$ cat src/rtl/program_counter.sv
// program_counter: sequencer for a small instruction fetch path.
//
// Three states: IDLE, RUN and HALT. start (from IDLE or HALT) enters RUN at address 0.
// In RUN, with stall low, exactly one action is applied per cycle. Priority is
// halt_req > call > ret > abs_jump > rel_branch > increment.
// Reset is synchronous and active-high. All outputs come straight from registers.
//
// Optional feature (macro PC_RET_STACK_EN): a 4-entry LIFO of D-bit return addresses.
//   - call pushes prog_ctr+1, then jumps to target.
//   - ret pops the top entry into prog_ctr.
//   - Overflow or underflow sets the sticky stack_err flag.
// Without the macro:
//   - call behaves as abs_jump.
//   - ret behaves as increment.
//   - stack_err is tied low.
//
// Ports:
//   clk        - clock, rising edge
//   reset      - synchronous active-high reset
//   start      - begin execution at address 0 (ignored in RUN)
//   stall      - hold all state this cycle (RUN only)
//   halt_req   - end program, prog_ctr holds
//   abs_jump   - prog_ctr <= target
//   rel_branch - prog_ctr <= prog_ctr + target (two's complement, wraps)
//   call       - push return address, jump to target
//   ret        - pop return address into prog_ctr
//   target     - D-bit branch target
//   prog_ctr   - current instruction address
//   running    - high in RUN
//   done       - high in HALT
//   stack_err  - sticky return-stack overflow/underflow flag
module program_counter #(
  parameter int unsigned D = 10
) (
  input  logic         clk,
  input  logic         reset,
  input  logic         start,
  input  logic         stall,
  input  logic         halt_req,
  input  logic         abs_jump,
  input  logic         rel_branch,
  input  logic         call,
  input  logic         ret,
  input  logic [D-1:0] target,
  output logic [D-1:0] prog_ctr,
  output logic         running,
  output logic         done,
  output logic         stack_err
);

  typedef enum logic [1:0] {StIdle, StRun, StHalt} state_e;

  state_e         state_q, state_d;
  logic [D-1:0]   pc_q, pc_d;
  logic [D-1:0]   pc_inc;

  assign pc_inc = pc_q + D'(1);

`ifdef PC_RET_STACK_EN
  logic [D-1:0] stack_q [4];
  logic [2:0]   sp_q, sp_d;
  logic [1:0]   top_idx;
  logic         push;
  logic         err_q, err_d;

  assign top_idx = sp_q[1:0] - 2'd1;
`endif

  always_comb begin
    state_d = state_q;
    pc_d    = pc_q;
`ifdef PC_RET_STACK_EN
    sp_d    = sp_q;
    push    = 1'b0;
    err_d   = err_q;
`endif
    unique case (state_q)
      StIdle, StHalt: begin
        if (start) begin
          state_d = StRun;
          pc_d    = '0;
        end
      end
      StRun: begin
        if (!stall) begin
          if (halt_req) begin
            state_d = StHalt;
          end else if (call) begin
`ifdef PC_RET_STACK_EN
            if (sp_q == 3'd4) begin
              // Full: keep the stack intact but still take the jump.
              err_d = 1'b1;
            end else begin
              push = 1'b1;
              sp_d = sp_q + 3'd1;
            end
`endif
            pc_d = target;
          end else if (ret) begin
`ifdef PC_RET_STACK_EN
            if (sp_q == 3'd0) begin
              err_d = 1'b1;
              pc_d  = pc_inc;
            end else begin
              sp_d = sp_q - 3'd1;
              pc_d = stack_q[top_idx];
            end
`else
            pc_d = pc_inc;
`endif
          end else if (abs_jump) begin
            pc_d = target;
          end else if (rel_branch) begin
            pc_d = pc_q + target;
          end else begin
            pc_d = pc_inc;
          end
        end
      end
      default: state_d = StIdle;
    endcase
  end

  always_ff @(posedge clk) begin
    if (reset) begin
      state_q <= StIdle;
      pc_q    <= '0;
    end else begin
      state_q <= state_d;
      pc_q    <= pc_d;
    end
  end

`ifdef PC_RET_STACK_EN
  always_ff @(posedge clk) begin
    if (reset) begin
      sp_q  <= 3'd0;
      err_q <= 1'b0;
    end else begin
      sp_q  <= sp_d;
      err_q <= err_d;
    end
  end

  // Entries need no reset: the pointer alone defines what is valid.
  always_ff @(posedge clk) begin
    if (!reset && push) begin
      stack_q[sp_q[1:0]] <= pc_inc;
    end
  end

  assign stack_err = err_q;
`else
  assign stack_err = 1'b0;
`endif

  assign prog_ctr = pc_q;
  assign running  = (state_q == StRun);
  assign done     = (state_q == StHalt);

endmodule

$ cat config.mk
export PLATFORM = sky130hd
export DESIGN_NAME = program_counter
export DESIGN_NICKNAME = d
export VERILOG_FILES = /design/src/rtl/program_counter.sv
export SDC_FILE = /design/constraint.sdc
export NUM_CORES = 1
export LEC_CHECK = 0
export ABC_AREA = 1
export BUFFER_PORTS_ARGS = -buffer_cell sky130_fd_sc_hd__buf_2
export CAP_MARGIN = 20
export CORE_AREA = 2 2 80 82
export CTS_CLUSTER_DIAMETER = 50
export DETAILED_ROUTE_END_ITERATION = 10
export DIE_AREA = 0 0 82 84
export PLACE_DENSITY = 0.56
export SYNTH_ARGS = -nofsm -noshare
export SYNTH_HDL_FRONTEND = slang
export SYNTH_SLANG_ARGS = --single-unit
$ cat constraint.sdc
create_clock -name clk -period 2.4 [get_ports clk]
set_input_delay 0.48 -clock clk [delete_from_list [all_inputs] [get_ports clk]]
set_output_delay 0.48 -clock clk [all_outputs]
set_load 0.02 [all_outputs]
==> results.yml, run 1 <==
status:
  status: "finished, final reports clean"
job:
  maxCapViolCount: 0
clock_tree:
  cts_tree: "done"
  clkSlewWorstSetupHoldPaths_ns: 0.06
  cts_setup_buffers: 0
  cts_hold_buf: 0
  cts_buffers: 3
  clk_latency_ns: 0.25
  cts_htree_levels: 1
  clock-sinks: 12
  clockBufferDepth: 2
  cts_root_buf: "clkbuf_8"
  post_cts_resized: 0
pwr:
  power_uw: 950
  ir_drop_v: 0.000178
  powerDensity_nw_per_um2: 527
  p_leak_uw: 0.000936
grt:
  grt_pass1_vias: 1701
  antenna_found_initial: 0
  grtUsageTotal_pct: 14.1
  grt_max_degree: 20
  grt_overflow: 0
  grt_pass1_wl_um: 7610
worst_setup_path:
  start_kind: "input port"
  arrival_ns: 2.12
  required_ns: 2.59
  cpMaxStageDelayCell: "fa_1"
  critPathMaxFanout: 3
  max_stage_delay_ns: 0.39
  r2r-start: "prog_ctr[1]"
  path_cells: "buf_2, ha_1, inv_1, fa_1, nand3b_1, nand2_1, nand3_1, nand3b_1, nand3_1, nand2_1, nand2_1, nand2_1, nand2_1, a21oi_2"
  path_class: "input port to flop"
  cp_common_cell: "nand2_1"
  crit_family: "simple AND/OR/NAND/NOR gates"
  path_buf_inv: 2
  worstSetupEndpointType: "flop"
  crit_start: "target[0]"
timing:
  finalClockSkew_ns: 0.000787
  timing.fmax_ghz: 0.518
  period_minus_slack_ns: 1.93
  slew_violations: 0
  rsz0062_at_grt: "no"
  tns_ns: 0
  setup_viol: 0
  timing.final.hold_violations: 0
  period_share_pct: 80.4
worst_hold_path:
  min-delay-path-class: "input port to flop"
  min_from: "reset"
finish:
  drive_gt1_share_pct: 16.0
  layout_commonest_cell: "nand2_1"
  insertedDiodeCount: 0
  mostFrequentLayoutCells: "nand2_1 (76), inv_1 (45), buf_2 (30)"
  area.growth.synth_to_final_pct: 17.0
  layout.nets: 324
yosys:
  ys_types: 31
  netlist_instances: 263
  yosysWarningCount: 0
  netlist_area_um2: 1540
  ys_ff_latch: 12
  syn_nets: 293
  syn_area_per_cell_um2: 5.86
  seq_area_frac_synth_pct: 15.6
floorplan:
  start_util_pct: 25.3
  dieArea_um2: 6890
  rows: 29
  die_height_um: 84
  io_pins: 32
  core_area_um2: 6100
  die_w_um: 82
routing:
  drt-pass1-iter-count: 4
  routedWlPerCell_um: 11.9
  vias_per_cell: 4.59
  first_iter_violations: 56
  drcViolationCount: 0
  postRouteAntennaNets: 0
  wirelength_um: 4390
  vias: 1700
place:
  gp_congestion: 0.851
  portBuffers: 30
  dp_hpwl_um: 3520
[path summary, 6_finish.rpt]
check        cells after the start  slack, ns          end
min reg2reg                      2       0.54   state_q[1]
min                              2       0.45  prog_ctr[1]
max reg2reg                     12       0.48  prog_ctr[6]
max                             14       0.47  prog_ctr[6]
[stage by stage]
| step | hold slack (ns) | worst slack (ns) | instances | util, % | area (um^2) |
|---|---|---|---|---|---|
| 2_1_floorplan | 0.493 | 0.376 | 263 | - | 1540 |
| 3_3_place_gp | 0.523 | 0.260 | 366 | 28.7 | 1750 |
| 3_5_place_dp | 0.537 | 0.213 | 366 | 28.7 | 1750 |
| 4_1_cts | 0.445 | 0.458 | 370 | 29.6 | 1800 |
| 5_1_grt | 0.461 | 0.210 | 370 | 29.6 | 1800 |
| 6_report | 0.449 | 0.471 | 370 | 29.6 | 1800 |
[cells in the mapped netlist]
cell type	count	share of area, %
o211ai_1	4	1.9
nor2_1	15	3.7
fa_1	1	1.3
nor2_4	2	1.5
nor3_1	1	0.32
conb_1	1	0.24
nand4_1	2	0.81
inv_1	45	11
o22ai_1	2	0.81
buf_4	2	0.97
o21ai_1	3	0.97
dfxtp_1	12	16
ha_1	10	8.1
nand2_1	76	19
o21bai_1	1	0.49
a21oi_2	3	1.7
clkbuf_1	1	0.24
clkbuf_8	1	0.89
nor2_2	2	0.81
nand3b_1	3	1.5
a21oi_1	27	8.8
buf_6	2	1.5
nand2_2	1	0.41
a211oi_2	1	0.81
xor2_1	4	2.3
o21ai_0	14	4.5
xnor2_1	3	1.7
a211oi_1	1	0.49
o21ai_2	2	1.1
nand3_1	20	6.5
o2111ai_1	1	0.57
[layer usage]
metal	GRT usage, %	vias to the layer above	routed length [um]
li1	-	909	-
met1	18.1	753	2000
met2	23.6	29	2140
met3	1.73	9	137
met4	5.15	0	107
met5	0	-	0
[sequential cells by signal (all words and copies together) (netlist names)]
name,flops
prog_ctr,10
state_q,2
[cells by family after synthesis]
| kind of cell | synth area share (%) |
|---|---|
| buffers and inverters | 14.5 |
| DFF | 15.6 |
| other | 0.243 |
| xor gates and xnor gates | 3.98 |
| adders and majority gates | 9.42 |
| AOI/OAI and AO/OA | 22.3 |
| and+or+nand+nor | 34.0 |
[power by group]
group,total (uW),internal [uW],switching (uW),leakage [uW]
registers,271,227,44.1,0.0000992
clock network,233,146,87.5,0.0000288
logic,446,165,281,0.000808
total,950,537,413,0.000936
[worst register-to-register path, cell delays in order (launching register included)]
cell and delay, ns:
dfxtp_1 0.42, inv_1 0.12, fa_1 0.43, nand3b_1 0.19, nand2_1 0.12, nand3_1 0.09
nand3b_1 0.10, nand3_1 0.08, nand2_1 0.06, nand2_1 0.04, nand2_1 0.05, nand2_1 0.06
a21oi_2 0.10
[cell type report]
type	count	area, um^2
fillers	713	4290
multi-input cells	200	1080
flip-flops and latches	12	240
inverters	45	169
repair buffers	32	165
well taps	77	96.3
clock buffers	4	55.1
(Power assumes the default switching activity.)
==> run 2, diff against run 1 <==
--- a/config.mk
+++ b/config.mk
@@ -12,7 +12,7 @@
 export CTS_CLUSTER_DIAMETER = 50
 export DETAILED_ROUTE_END_ITERATION = 10
 export DIE_AREA = 0 0 82 84
-export PLACE_DENSITY = 0.56
+export PLACE_DENSITY = 0.57
 export SYNTH_ARGS = -nofsm -noshare
 export SYNTH_HDL_FRONTEND = slang
 export SYNTH_SLANG_ARGS = --single-unit
==> constraint.sdc (replaced) <==
create_clock -name clk -period 1.6 [get_ports clk]
set_input_delay 0.32 -clock clk [delete_from_list [all_inputs] [get_ports clk]]
set_output_delay 0.32 -clock clk [all_outputs]
set_load 0.02 [all_outputs]
==> results.yml, run 2 (synthesized netlist as in run 1, its figures left out) <==
clock_tree:
  cts_buffers: 3
  cts_htree_levels: 1
  cts_tree: "done"
  clk_latency_ns: 0.24
  clock-sinks: 12
  clkSlewWorstSetupHoldPaths_ns: 0.06
  clockBufferDepth: 2
  cts_root_buf: "clkbuf_8"
worst_hold_path:
  min_to: "prog_ctr[1]"
  min-delay-path-class: "input port to flop"
  hold_depth: 2
  min_from: "reset"
finish:
  regMostFlops: "prog_ctr"
  register_area_um2: 254
  insertedDiodeCount: 0
  reg_top3: "prog_ctr (10), state_q (2)"
  area.growth.synth_to_final_pct: 49.0
  drive_gt1_share_pct: 37.0
  instances_no_fill: 409
  largest_reg_flops: 10
  multi_input_area_um2: 1250
  mostFrequentLayoutCells: "nand2_1 (67), inv_1 (44), buf_4 (39)"
  layout_commonest_cell: "nand2_1"
  layout.nets: 363
  fillCellCount: 668
pwr:
  p_leak_uw: 0.00114
  power_uw: 1700
  powerDensity_nw_per_um2: 740
  ir_drop_v: 0.000351
status:
  status: "complete, but fails checks"
  violations: "negative setup slack"
worst_setup_path:
  r2r_slack_ns: -0.15
  r2r-start: "prog_ctr[0]"
  required_ns: 1.78
  critPathMaxFanout: 3
  worstSetupEndpointType: "flop"
  path_class: "flop to flop"
  path_buf_inv: 1
  path_cells: "ha_4, inv_2, fa_2, nand3b_1, nand2_2, nand2_2, nand3b_1, nand3_1, nand2_1, nand2_1, nand2_2, nand2_2, a21oi_2"
  start_kind: "flop"
  cp_common_cell: "nand2_2"
  arrival_ns: 1.93
  max_stage_delay_ns: 0.35
  reg2reg_to: "prog_ctr[8]"
  r2r_cells: 13
  crit_family: "simple AND/OR/NAND/NOR gates"
  cpMaxStageDelayCell: "dfxtp_4"
timing:
  timing.fmax_ghz: 0.572
  holdWs_ns: 0.289
  setup_ws_ns: -0.149
  setup_viol: 5
  tns_ns: -0.375
  finalClockSkew_ns: 0.00457
  rsz0062_at_grt: "yes"
  period_share_pct: 109
  timing.final.hold_violations: 0
  slew_violations: 0
  period_minus_slack_ns: 1.75
place:
  dp_hpwl_um: 3790
  portBuffers: 30
  placedCellCount: 404
  pre_cts_slack_ns: -0.252
  gp_congestion: 0.894
floorplan:
  io_pins: 32
  core_area_um2: 6100
  start_util_pct: 25.3
  die_w_um: 82
  dieArea_um2: 6890
  die_height_um: 84
  rows: 29
routing:
  drcViolationCount: 0
  vias_per_cell: 4.50
  drt-pass1-iter-count: 4
  vias: 1842
  postRouteAntennaNets: 0
  routedWlPerCell_um: 11.3
  wirelength_um: 4640
  first_iter_violations: 51
grt:
  grtUsageTotal_pct: 14.6
  grt_max_degree: 19
  antenna_found_initial: 0
  grt_overflow: 0
  grt_pass1_vias: 1748
  grt_pass1_wl_um: 7890
job:
  maxCapViolCount: 0
## run 2: through the flow
step           util (%)  area, um^2
2_1_floorplan         -        1570
3_3_place_gp       33.8        2060
3_5_place_dp       33.8        2060
4_1_cts            36.5        2220
5_1_grt            37.6        2290
6_report           37.6        2290
## run 2: cell type report
class	instances	area share, %
sequential	12	11.1
inverter	45	7.36
timing repair buffer	71	20.3
multi-input combinational	200	54.7
clock buffer	4	2.40
tap	77	4.20
## run 2: worst reg2reg max path: cells and delay by family, from the launching register on
| kind | cells | cell delay, ns |
|---|---|---|
| compound gates | 1 | 0.10 |
| buf+inv | 1 | 0.03 |
| fa+ha+maj | 2 | 0.45 |
| flops | 1 | 0.35 |
| simple gates | 9 | 0.77 |
## run 2: power by group
part	internal, uW	leakage (uW)	switching (uW)
clock network	218	0.0000288	128
logic	440	0.00101	521
registers	346	0.000102	46.7
## run 2: worst max path at each step
| stage | from | end | slack, ns | depth (start not counted) |
|---|---|---|---|---|
| global placement | target[0] | prog_ctr[6] | -0.23 | 15 |
| finish | prog_ctr[0] | prog_ctr[8] | -0.15 | 13 |
| global route | prog_ctr[0] | prog_ctr[8] | -0.30 | 13 |
| floorplan | prog_ctr[0] | prog_ctr[6] | -0.15 | 14 |
| detailed placement | target[0] | prog_ctr[6] | -0.25 | 14 |
| CTS | prog_ctr[0] | prog_ctr[6] | -0.14 | 13 |
## run 2: timing repair
item	4_1_cts	5_1_grt
setup buffers	0	2
setup endpoints to repair	8	9
hold buffers	0	0
gates resized for setup	15	17
pin swaps	4	9
## run 2: layer usage
| layer | wire, um | part of all wire, % | global-route usage (%) |
|---|---|---|---|
| met1 | 2200 | 47 | 19.6 |
| met2 | 2190 | 47 | 23.5 |
| met3 | 164 | 3.5 | 1.41 |
| met4 | 85 | 1.8 | 5.91 |
| met5 | 0 | 0 | 0 |
==> run 3, diff against run 2 <==
--- a/config.mk
+++ b/config.mk
@@ -8,11 +8,11 @@
 export ABC_AREA = 1
 export BUFFER_PORTS_ARGS = -buffer_cell sky130_fd_sc_hd__buf_2
 export CAP_MARGIN = 20
-export CORE_AREA = 2 2 80 82
+export CORE_AREA = 2 2 49 73
 export CTS_CLUSTER_DIAMETER = 50
 export DETAILED_ROUTE_END_ITERATION = 10
-export DIE_AREA = 0 0 82 84
-export PLACE_DENSITY = 0.57
+export DIE_AREA = 0 0 51 75
+export PLACE_DENSITY = 0.86
 export SYNTH_ARGS = -nofsm -noshare
 export SYNTH_HDL_FRONTEND = slang
 export SYNTH_SLANG_ARGS = --single-unit
==> results.yml, run 3 (synthesized netlist as in run 1, its figures left out) <==
timing:
  setup_viol: 6
  finalClockSkew_ns: 0.00272
  period_share_pct: 113
  slew_violations: 0
  setup_ws_ns: -0.202
  tns_ns: -0.584
  timing.final.hold_violations: 0
  rsz0062_at_grt: "yes"
  period_minus_slack_ns: 1.80
  timing.fmax_ghz: 0.555
place:
  dp_hpwl_um: 3620
  gp_congestion: 0.897
  placedCellCount: 363
  portBuffers: 30
  pre_cts_slack_ns: -0.280
floorplan:
  io_pins: 32
  rows: 25
  core_area_um2: 3160
  die_height_um: 75
  die_w_um: 51
  dieArea_um2: 3830
  start_util_pct: 48.8
grt:
  grt_overflow: 0
  grt_max_degree: 20
  grtUsageTotal_pct: 27.2
  antenna_found_initial: 0
  met2_usage_pct: 51.8
  busiest_layer: "met2"
  grt_pass1_vias: 1828
  grt_util_met3_pct: 2.98
  grt_use_met1_pct: 29.1
  grt_pass1_wl_um: 7890
finish:
  drive_gt1_share_pct: 40.9
  largest_reg_flops: 10
  layout_commonest_cell: "nand2_1"
  regMostFlops: "prog_ctr"
  insertedDiodeCount: 0
  final_util_pct: 73.4
  reg_top3: "prog_ctr (10), state_q (2)"
  area.growth.synth_to_final_pct: 50.6
  instances_no_fill: 370
  mostFrequentLayoutCells: "nand2_1 (64), inv_1 (43), buf_4 (37)"
  layout.nets: 361
worst_setup_path:
  critPathMaxFanout: 3
  crit_family: "simple AND/OR/NAND/NOR gates"
  reg2reg_to: "prog_ctr[8]"
  path_class: "flop to flop"
  r2r_cells: 14
  worstSetupEndpointType: "flop"
  path_cells: "ha_4, inv_2, fa_2, nand3b_1, nand2_2, nand2_2, nand2_1, nand2_1, nand3_1, nand2_1, nand2_1, nand2_1, nand2_1, a21oi_2"
  arrival_ns: 1.93
  path_buf_inv: 1
  cp_common_cell: "nand2_1"
  r2r_slack_ns: -0.20
  required_ns: 1.73
  r2r-start: "prog_ctr[0]"
  cpMaxStageDelayCell: "dfxtp_4"
  start_kind: "flop"
  max_stage_delay_ns: 0.35
worst_hold_path:
  min_from: "reset"
  hold_depth: 2
  min_to: "prog_ctr[1]"
  min-delay-path-class: "input port to flop"
clock_tree:
  cts_buffers: 3
  cts_root_buf: "clkbuf_8"
  clk_latency_ns: 0.25
  clkSlewWorstSetupHoldPaths_ns: 0.06
  cts_htree_levels: 1
  cts_tree: "done"
  clockBufferDepth: 2
  clock-sinks: 12
routing:
  postRouteAntennaNets: 0
  routedWlPerCell_um: 14.2
  drcViolationCount: 0
  drt-pass1-iter-count: 4
  vias_per_cell: 5.49
  first_iter_violations: 79
  wirelength_um: 5250
  vias: 2030
status:
  violations: "negative setup slack"
  status: "complete, but fails checks"
pwr:
  ir_drop_v: 0.000674
  powerDensity_nw_per_um2: 774
  p_leak_uw: 0.00115
job:
  maxCapViolCount: 0
[run 3: changes by cell type in the layout (fill, tap and decap cells not counted), sizes merged]
cell	previous run	this run
buf	71	69
[run 3: layout make-up]
cell class	instances	area, um^2
clock buffers	4	55.1
fillers	240	840
inverters	45	169
multi-input cells	200	1340
flip-flops and latches	12	258
well taps	40	50.0
repair buffers	69	450
[run 3: worst max-delay path by stage]
| stage | cells after the start | startpoint | slack (ns) | endpoint |
|---|---|---|---|---|
| after floorplan | 14 | prog_ctr[0] | -0.15 | prog_ctr[6] |
| after global placement | 15 | target[0] | -0.23 | prog_ctr[6] |
| after detailed placement | 14 | target[0] | -0.28 | prog_ctr[6] |
| after CTS | 13 | prog_ctr[0] | -0.15 | prog_ctr[6] |
| after global routing | 13 | prog_ctr[0] | -0.33 | prog_ctr[8] |
| final | 14 | prog_ctr[0] | -0.20 | prog_ctr[8] |
[run 3: per-layer routing]
layer	up-vias	wire length (um)
li1	991	-
met1	917	2030
met2	100	2730
met3	22	289
met4	0	195
met5	-	0
[run 3: power by group]
group | switching (uW) | total, uW | internal, uW | leakage, uW
Sequential | 50.2 | 397 | 347 | 0.000103
Combinational | 589 | 1050 | 458 | 0.00102
Clock | 133 | 351 | 218 | 0.0000288
Total | 772 | 1800 | 1020 | 0.00115
[run 3: metrics by stage]
step	hold slack [ns]	power (uW)	instance area, um^2
global placement	0.514	1200	1980
finish	0.274	1800	2320
detailed placement	0.532	1230	1980
CTS	0.277	1660	2160
floorplan	0.386	911	1570
global route	0.288	1890	2320
[run 3: what timing repair did]
action | in CTS | in global routing
resized for setup | 20 | 33
hold buffers | 0 | 0
endpoints found under the setup margin | 7 | 9
pin swaps | 7 | 15
buffers inserted | 1 | 2
[run 3: worst register-to-register path, cell delays in order (launching register included)]
cell      delay [ns]
dfxtp_4         0.35
ha_4            0.12
inv_2           0.03
fa_2            0.33
nand3b_1        0.19
nand2_2         0.12
nand2_2         0.08
nand2_1         0.08
nand2_1         0.05
nand3_1         0.06
nand2_1         0.05
nand2_1         0.05
nand2_1         0.04
nand2_1         0.07
a21oi_2         0.06
